--- config.mk ---
export PLATFORM = sky130hd
export DESIGN_NAME = bcd_conv_arbiter_flat
export DESIGN_NICKNAME = d
export VERILOG_FILES = /design/src/rtl/bcd_conv_arbiter_if.sv /design/src/rtl/bcd_conv_arbiter.sv /design/src/flat_wrapper.sv
export SDC_FILE = /design/constraint.sdc
export NUM_CORES = 1
export LEC_CHECK = 0
export CORE_ASPECT_RATIO = 1.4
export CORE_MARGIN = 3
export CORE_UTILIZATION = 30
export DETAILED_ROUTE_END_ITERATION = 7
export GPL_ROUTABILITY_DRIVEN = 0
export PLACE_DENSITY_LB_ADDON = 0.08
export SLEW_MARGIN = 20
export SYNTH_ARGS = -nofsm -noshare
export SYNTH_HDL_FRONTEND = slang
export SYNTH_SLANG_ARGS = --single-unit
--- constraint.sdc ---
create_clock -name clk -period 1.8 [get_ports clk]
set_clock_uncertainty 0.2 [all_clocks]
set_input_delay 0.36 -clock clk [delete_from_list [all_inputs] [get_ports clk]]
set_output_delay 0.36 -clock clk [all_outputs]
set_load 0.03 [all_outputs]
--- src/rtl/bcd_conv_arbiter_if.sv ---
// bcd_conv_arbiter_if
//   Request/result bundle between two requesters and the shared
//   binary-to-BCD engine.
//   Requester side : req0/bin0, req1/bin1 (level request, operand held while req high)
//   Engine side    : gnt0/gnt1 (accept pulses), busy, valid + valid_id (result pulse),
//                    thousands/hundreds/tens/ones (BCD result, held until next valid)
//   master = requester/display side, slave = engine.
interface bcd_conv_arbiter_if #(
  parameter int WIDTH = 12
);
  logic             req0;
  logic [WIDTH-1:0] bin0;
  logic             req1;
  logic [WIDTH-1:0] bin1;
  logic             gnt0;
  logic             gnt1;
  logic             busy;
  logic             valid;
  logic             valid_id;
  logic [3:0]       thousands;
  logic [3:0]       hundreds;
  logic [3:0]       tens;
  logic [3:0]       ones;

  modport master (
    output req0, bin0, req1, bin1,
    input  gnt0, gnt1, busy, valid, valid_id, thousands, hundreds, tens, ones
  );

  modport slave (
    input  req0, bin0, req1, bin1,
    output gnt0, gnt1, busy, valid, valid_id, thousands, hundreds, tens, ones
  );
endinterface

--- src/rtl/bcd_conv_arbiter.sv ---
// bcd_conv_arbiter
//   Sequential double-dabble binary-to-BCD converter shared by two requesters
//   through a round-robin arbiter. One add-3/shift iteration per clock; the
//   four-digit result appears with a one-cycle valid pulse tagged by requester.
//   WIDTH must be 1..13 so the result fits in four BCD digits.
// Ports:
//   clk   - clock, all state on rising edge
//   reset - synchronous, active-high
//   bus   - slave side of bcd_conv_arbiter_if (requests, grants, result)
module bcd_conv_arbiter #(
  parameter int WIDTH = 12
) (
  input  logic               clk,
  input  logic               reset,
  bcd_conv_arbiter_if.slave  bus
);
  localparam int         SW       = WIDTH + 16;
  localparam logic [3:0] CNT_LAST = 4'(WIDTH - 1);

  typedef enum logic {IDLE, SHIFT} state_t;

  state_t          state, state_nxt;
  logic [SW-1:0]   sreg, sreg_nxt, adj, shifted;
  logic [3:0]      cnt, cnt_nxt;
  logic            id, id_nxt;        // owner of the job in flight
  logic            last, last_nxt;    // requester granted most recently
  logic            sel;
  logic            gnt0, gnt0_nxt, gnt1, gnt1_nxt;
  logic            busy, busy_nxt, valid, valid_nxt;
  logic            valid_id, valid_id_nxt;
  logic [15:0]     digits, digits_nxt;

  // Add-3 correction on all four BCD nibbles (sitting above the binary part),
  // then one left shift.
  always_comb begin
    adj = sreg;
    for (int i = 0; i < 4; i++) begin
      if (adj[WIDTH + 4*i +: 4] >= 4'd5)
        adj[WIDTH + 4*i +: 4] = adj[WIDTH + 4*i +: 4] + 4'd3;
    end
  end

  assign shifted = {adj[SW-2:0], 1'b0};

  // NOTE: every signal written here gets a default first so no path leaves
  // it unassigned, which would otherwise infer a latch.
  always_comb begin
    state_nxt    = state;
    sreg_nxt     = sreg;
    cnt_nxt      = cnt;
    id_nxt       = id;
    last_nxt     = last;
    sel          = 1'b0;
    gnt0_nxt     = 1'b0;
    gnt1_nxt     = 1'b0;
    busy_nxt     = busy;
    valid_nxt    = 1'b0;
    valid_id_nxt = valid_id;
    digits_nxt   = digits;

    unique case (state)
      IDLE: begin
        if (bus.req0 || bus.req1) begin
          // Lone requester wins outright; on a tie the one not served last wins.
          sel       = (bus.req0 && bus.req1) ? ~last : bus.req1;
          sreg_nxt  = {16'b0, (sel ? bus.bin1 : bus.bin0)};
          cnt_nxt   = 4'd0;
          id_nxt    = sel;
          last_nxt  = sel;
          gnt0_nxt  = ~sel;
          gnt1_nxt  = sel;
          busy_nxt  = 1'b1;
          state_nxt = SHIFT;
        end
      end
      SHIFT: begin
        sreg_nxt = shifted;
        cnt_nxt  = cnt + 4'd1;
        if (cnt == CNT_LAST) begin
          digits_nxt   = shifted[SW-1 -: 16];
          valid_nxt    = 1'b1;
          valid_id_nxt = id;
          busy_nxt     = 1'b0;
          state_nxt    = IDLE;
        end
      end
      default: state_nxt = IDLE;
    endcase
  end

  // NOTE: sequential state uses non-blocking assignments so every register
  // samples the pre-edge values, independent of statement order.
  always_ff @(posedge clk) begin
    if (reset) begin
      state    <= IDLE;
      sreg     <= '0;
      cnt      <= 4'd0;
      id       <= 1'b0;
      last     <= 1'b1;   // makes req0 win the first tie
      gnt0     <= 1'b0;
      gnt1     <= 1'b0;
      busy     <= 1'b0;
      valid    <= 1'b0;
      valid_id <= 1'b0;
      digits   <= 16'd0;
    end else begin
      state    <= state_nxt;
      sreg     <= sreg_nxt;
      cnt      <= cnt_nxt;
      id       <= id_nxt;
      last     <= last_nxt;
      gnt0     <= gnt0_nxt;
      gnt1     <= gnt1_nxt;
      busy     <= busy_nxt;
      valid    <= valid_nxt;
      valid_id <= valid_id_nxt;
      digits   <= digits_nxt;
    end
  end

  assign bus.gnt0      = gnt0;
  assign bus.gnt1      = gnt1;
  assign bus.busy      = busy;
  assign bus.valid     = valid;
  assign bus.valid_id  = valid_id;
  assign bus.thousands = digits[15:12];
  assign bus.hundreds  = digits[11:8];
  assign bus.tens      = digits[7:4];
  assign bus.ones      = digits[3:0];
endmodule
--- src/flat_wrapper.sv ---
// flat-port wrapper written by rule: the top's interface ports become plain ports
module bcd_conv_arbiter_flat 
#(
  parameter int WIDTH = 12
)
  (clk, reset, bus_req0, bus_bin0, bus_req1, bus_bin1, bus_gnt0, bus_gnt1, bus_busy, bus_valid, bus_valid_id, bus_thousands, bus_hundreds, bus_tens, bus_ones);
  bcd_conv_arbiter_if #(.WIDTH(WIDTH)) bus_i ();
  input  logic clk;
  input  logic reset;
  input wire logic [$bits(bus_i.req0)-1:0] bus_req0;
  input wire logic [$bits(bus_i.bin0)-1:0] bus_bin0;
  input wire logic [$bits(bus_i.req1)-1:0] bus_req1;
  input wire logic [$bits(bus_i.bin1)-1:0] bus_bin1;
  output wire logic [$bits(bus_i.gnt0)-1:0] bus_gnt0;
  output wire logic [$bits(bus_i.gnt1)-1:0] bus_gnt1;
  output wire logic [$bits(bus_i.busy)-1:0] bus_busy;
  output wire logic [$bits(bus_i.valid)-1:0] bus_valid;
  output wire logic [$bits(bus_i.valid_id)-1:0] bus_valid_id;
  output wire logic [$bits(bus_i.thousands)-1:0] bus_thousands;
  output wire logic [$bits(bus_i.hundreds)-1:0] bus_hundreds;
  output wire logic [$bits(bus_i.tens)-1:0] bus_tens;
  output wire logic [$bits(bus_i.ones)-1:0] bus_ones;
  assign bus_i.req0 = bus_req0;
  assign bus_i.bin0 = bus_bin0;
  assign bus_i.req1 = bus_req1;
  assign bus_i.bin1 = bus_bin1;
  assign bus_gnt0 = bus_i.gnt0;
  assign bus_gnt1 = bus_i.gnt1;
  assign bus_busy = bus_i.busy;
  assign bus_valid = bus_i.valid;
  assign bus_valid_id = bus_i.valid_id;
  assign bus_thousands = bus_i.thousands;
  assign bus_hundreds = bus_i.hundreds;
  assign bus_tens = bus_i.tens;
  assign bus_ones = bus_i.ones;
  bcd_conv_arbiter #(.WIDTH(WIDTH)) u_core (.clk(clk), .reset(reset), .bus(bus_i));
endmodule
* Yosys cells after proc, flatten, opt, wreduce, memory -nomap -nowiden *
Cells that the tools add are included.

cells by class
  bitwise logic cells = 4
  shift operators = 0
  divide/modulo/power cells = 0
  $add $sub $neg = 5
  muxes and demuxes = 17
  $lt $le $gt $ge = 4
  multiply operators = 0
  reduce and logical (&&, ||, !) cells = 7
  eq/ne operators = 3

operators with widths
  cell                                                                    count
  28-bit one-hot mux with 2 select lines                                  1
  28-bit 2-to-1 mux                                                       1
  4-bit by 3-bit >= comparator with 1-bit output (second input constant)  4
  4-bit 2-to-1 mux                                                        4
  4-bit by 2-bit adder with 4-bit output (second input constant)          3
  12-bit 2-to-1 mux                                                       1
  4-bit one-hot mux with 2 select lines                                   1
  1-bit 2-to-1 mux                                                        6
  2-bit AND reduction                                                     3
  4-bit by 1-bit adder with 4-bit output (second input constant)          1
  4-bit == test (second input constant)                                   1
  1-bit inverter                                                          4
  1-bit one-hot mux with 2 select lines                                   2
  3-bit by 2-bit adder with 3-bit output (second input constant)          1
  3-bit 2-to-1 mux                                                        1
  3-bit OR reduction                                                      1
  2-bit by 1-bit != test with 1-bit output (second input constant)        1
  2-bit != test (second input constant)                                   1
  2-bit OR reduction                                                      1
  1-bit logical AND                                                       1
  1-bit logical OR                                                        1

word-level totals
  latch bits = 0
  bits in writable memories = 0
  ROM bits = 0
  memories kept = 0
  bits in registers = 56

* Longest topological paths before layout *
  word-level depth = 5
  depth in mapped cells = 7
  depth with buffers taken out = 6

* Least setup slack after synthesis *
OpenSTA, ideal clock, no wires.

  path type = register to register
  start = register u_core.cnt[0]
  end = register u_core.valid_id (netlist: u_core.bus.valid_id)
  stages on the path, launching flop included = 7
  setup slack = 0.241 ns
  buffers on the path = 2
  arrival = 1.243 ns
  data required time = 1.484 ns
  cell sequence = dfxtp_1 -> ha_1 -> nand4b_1 -> nor2b_4 -> buf_6 -> buf_8 -> a22o_4

between the ends
  cells in the longest elaborated chain, start to end = 2

RTL lines
  item                                  line                     source
  start: declaration                    bcd_conv_arbiter.sv:24   logic [3:0] cnt, cnt_nxt;
  start signal: assignment              bcd_conv_arbiter.sv:109  cnt <= cnt_nxt;
  4-bit == test                         bcd_conv_arbiter.sv:79   if (cnt == CNT_LAST) begin
  2-bit AND reduction (no source line)  n/a
  end signal: assignment                bcd_conv_arbiter.sv:116  valid_id <= valid_id_nxt;
  end: declaration                      bcd_conv_arbiter.sv:30   logic valid_id, valid_id_nxt;

Every way passes these cells.
A chain may end at the register's enable or synchronous reset.

* Worst setup path in the final report *
  start = register u_core.sreg[21]
  end = register u_core.sreg[22]

between the ends
  cells in the longest elaborated chain, start to end = 3
  elaborated cells between the ends (all ways) = 4
  those cells by class = 1 x add/sub; 1 x order compare; 2 x mux

RTL lines
  item                                                                                                             line                                            source
  start: declaration                                                                                               bcd_conv_arbiter.sv:23                          logic [SW-1:0] sreg, sreg_nxt, adj, shifted;
  start signal: assignment                                                                                         bcd_conv_arbiter.sv:108                         sreg <= sreg_nxt;
  4-bit by 2-bit adder with 4-bit output / 4-bit by 3-bit >= comparator with 1-bit output (equally long branches)  bcd_conv_arbiter.sv:39, bcd_conv_arbiter.sv:38
  4-bit 2-to-1 mux *                                                                                               bcd_conv_arbiter.sv:38                          if (adj[WIDTH + 4*i +: 4] >= 4'd5)
  28-bit one-hot mux with 2 select lines *                                                                         bcd_conv_arbiter.sv:61                          unique case (state)

Every way passes the cells marked *; elsewhere a longest branch is shown, timed or not.

==> results.txt <==
----------------------------------------------------
[Outcome]
  Status ... finished clean

[Synthesis]
  Commonest register cell after synthesis ... sky130_fd_sc_hd__dfxtp_1
  Post-Syn Instances ... 288
  Proportion of synthesized flip-flops having asynchronous set or reset ... 0%
  Most frequent cell after synthesis ... sky130_fd_sc_hd__dfxtp_1
  Number of flip-flops and latches in the synthesized netlist ... 56
  Synth area leaders ... sky130_fd_sc_hd__dfxtp_1 (42%), sky130_fd_sc_hd__a21oi_1 (4.9%), sky130_fd_sc_hd__nand2_1 (4.7%)
  Share of the synthesized area in the top cell type ... 42.3%
  Syn_nets ... 325
  Dominant combinational cell family by area after synthesis ... compound AO/OA/AOI/OAI gates
  Number of distinct library cells after synthesis ... 42
  Complex-gate fraction of the synthesized area ... 24.2%
  Area share of and/or/nand/nor cells after synthesis ... 16.4%
  Adder-cell area share of the yosys netlist ... 4.25%
  Post-synth EDFFs ... 0
  Cell type contributing the most total cell area after synthesis ... sky130_fd_sc_hd__dfxtp_1
  Netlist area before placement ... 2650 µm²
  Synthesized area per cell ... 9.21 µm²
  Ranking of synthesized cells by instance count ... sky130_fd_sc_hd__dfxtp_1 (56), sky130_fd_sc_hd__nand2_1 (33), sky130_fd_sc_hd__a21oi_1 (26)
  Xor/xnor share of the synthesized area ... 1.32%
  Multiplexer fraction of the synthesized cell area ... 1.89%
  Yosys Warn Count ... 0
  Seq/Total Area, Yosys ... 42.3%

[Pwr]
  Worst voltage drop across the vdd grid ... 0.386 mV
  Pwr per Cell Area ... 796 nW/µm²
  Leakage power total ... 1.40 nW

[Clock network]
  H-tree depth ... 2
  Number of clock sinks ... 56
  Bufs on Longest Clock Path ... 2
  Quantity of hold-fixing buffers added after cts ... 0
  Number of buffers added by the clock tree synthesis step ... 5
  Clock Pin Slew Worst Setup and Hold Paths ... 80 ps
  Clock latency on the worst-skew pair ... 300 ps
  Clock tree from TritonCTS ... yes
  Clock Tree Root ... sky130_fd_sc_hd__clkbuf_16

[GRT]
  First-pass GRT wire length ... 9.96 mm
  Number of antenna violations at the first check in global routing ... 0
  GR Util All Layers ... 12.5%
  Pin count of the biggest net entering global routing ... 19
  Total grt overflow ... 0
  Via count of the first global-routing pass ... 2,106

[Setup path]
  Critical path class ... reg2reg
  Startpoint kind of the worst setup timing path ... register
  Data required time at the worst endpoint ... 1840 ps
  Sort of element at the end of the critical path ... register
  Number of cells on the worst reg-to-reg path ... 6
  Worst-path fanout max ... 3
  CP arrival ... 1750 ps

[STA]
  Minimum period implied by the final worst setup slack ... 1700 ps
  Summed negative setup slack over all endpoints ... 0 ps
  Worst hold slack ... 249 ps
  Top achievable clock speed ... 587 MHz
  Relative slew margins ... 61.6%
  Final hold viol count ... 0
  Final setup viols ... 0
  Tcrit/Tclk final ... 94.7%
  Worst-margin pin slew ... 576 ps
  Count of final max-slew check failures ... 0

[Floorplan]
  Row count ... 40
  Boundary pin count ... 49
  Die Area ... 10,000 µm²
  X dimension of the die ... 85.5 µm
  Area inside the core boundary ... 8610 µm²
  Starting utilization of the core area ... 30.8%
  DIE HEIGHT ... 117 µm

[Routing]
  Via count ... 2,173
  DRC viols ... 0
  Mean number of vias per cell ... 4.84
  Starting DRC count in detailed routing ... 61
  Detailed-route wire length per cell ... 12.8 µm
  Wire length reported by the detailed router ... 5.75 mm
  Length of the first detailed-routing pass in iterations ... 4
  Count of nets left with antenna violations after detail routing ... 0

[Worst hold path]
  Hold path depth ... 2
  Type of the worst min-delay path ... reg2reg

[Place]
  Final HPWL from detailed placement ... 4.31 mm
  Number of cells in the design after placement ... 441
  I/O Buffers ... 48

[Finish]
  Area Overhead vs Synth ... 29.5%
  Area of the multi-input gates ... 1290 µm²
  Share of post-route cells with drive strength above 1 ... 15.4%
  N_diodes ... 0
  Net total in the final layout ... 380
  Final cell count without fillers ... 449
  Storage element area ... 1120 µm²
  Fillers ... 898

[Job]
  Max-cap viol count ... 0

----------------------------------------------------
report_power, final:
part | internal, mW | total (mW) | switching, mW
combinational | 0.150 | 0.291 | 0.141
clock | 0.663 | 1.14 | 0.479
sequential | 1.28 | 1.30 | 0.0253
path summary, 6_finish.rpt:
kind / startpoint / end / slack, ps
worst max register to register: u_core.sreg[21] / u_core.sreg[22] / 100
worst min-delay path: u_core.digits[4] / u_core.digits[4] / 250
worst max-delay path: u_core.sreg[21] / u_core.sreg[22] / 100
worst min register to register: u_core.digits[4] / u_core.digits[4] / 250
metal layers:
| layer | vias to the layer above | track usage [%] | part of all wire, % |
|---|---|---|---|
| li1 | 1124 | - | - |
| met1 | 1007 | 14.0 | 43 |
| met2 | 36 | 23.1 | 52 |
| met3 | 6 | 2.94 | 3.5 |
| met4 | 0 | 4.75 | 1.7 |
| met5 | - | 0 | 0 |
logic make-up (layout without fill, tap and decap cells):
group / Yosys count / in the layout
compound gates: 95 / 95
simple gates: 78 / 78
flops: 56 / 56
buf+inv: 41 / 97
fa+ha+maj: 9 / 9
mux: 5 / 5
xor+xnor: 4 / 4
per-stage QoR:
step / cell area (µm²) / worst slack, ps / power, mW / util, %
floorplan: 2650 / 241 / 1.51 / -
global placement: 3280 / -158 / 1.63 / 38.1
detailed placement: 3280 / -211 / 1.63 / 38.1
CTS: 3420 / 83.1 / 2.79 / 39.7
global route: 3440 / -3.98 / 2.88 / 39.9
finish: 3440 / 95.6 / 2.74 / 39.9
final cells by class:
cell class / instances / area share, %
inverters: 22 / 2.55
clock inverters: 3 / 1.35
repair buffers: 67 / 18.5
multi-input cells: 191 / 37.5
flip-flops and latches: 56 / 32.7
well taps: 105 / 3.82
clock buffers: 5 / 3.64
sequential cells by signal, summed over array words and instances (netlist names):
signal and flops:
u_core.state 1, u_core.id 1, u_core.bus.gnt0 1, u_core.last 1, u_core.bus.busy 1, u_core.digits 16, u_core.bus.valid 1, u_core.cnt 4
u_core.bus.gnt1 1, u_core.sreg 28, u_core.bus.valid_id 1
placed cells by master (no fill, tap or decap), types with 4 or more instances in the layout:
master                            instances
sky130_fd_sc_hd__dlygate4sd2_1           21
sky130_fd_sc_hd__inv_1                   21
sky130_fd_sc_hd__a21oi_1                 25
sky130_fd_sc_hd__o31ai_1                 11
sky130_fd_sc_hd__o21ai_0                 18
sky130_fd_sc_hd__dfxtp_1                 55
sky130_fd_sc_hd__clkbuf_16                5
sky130_fd_sc_hd__mux2i_1                  4
sky130_fd_sc_hd__a22o_2                   8
sky130_fd_sc_hd__nand3_1                  5
sky130_fd_sc_hd__buf_4                   16
sky130_fd_sc_hd__ha_1                     6
sky130_fd_sc_hd__xnor2_1                  4
sky130_fd_sc_hd__nor3b_1                 11
sky130_fd_sc_hd__nand2_1                 33
sky130_fd_sc_hd__a21oi_2                  5
sky130_fd_sc_hd__nor2_1                   7
sky130_fd_sc_hd__a22o_1                   9
sky130_fd_sc_hd__a31oi_1                 11
sky130_fd_sc_hd__nand2b_1                 7
sky130_fd_sc_hd__clkdlybuf4s50_1         27
worst max-delay path, stage by stage, from the launching register on:
cell and delay [ps]:
sky130_fd_sc_hd__dfxtp_1 370, sky130_fd_sc_hd__inv_1 90, sky130_fd_sc_hd__ha_1 180, sky130_fd_sc_hd__nand2b_1 170, sky130_fd_sc_hd__a21oi_2 200, sky130_fd_sc_hd__mux2i_1 290, sky130_fd_sc_hd__a22o_1 160
what timing repair did:
action / in CTS / in global routing
setup endpoints to repair: 21 / 8
pin swaps: 0 / 1
buffers inserted: 0 / 0
resized for setup: 21 / 5
Power figures use the tool's default switching activity.
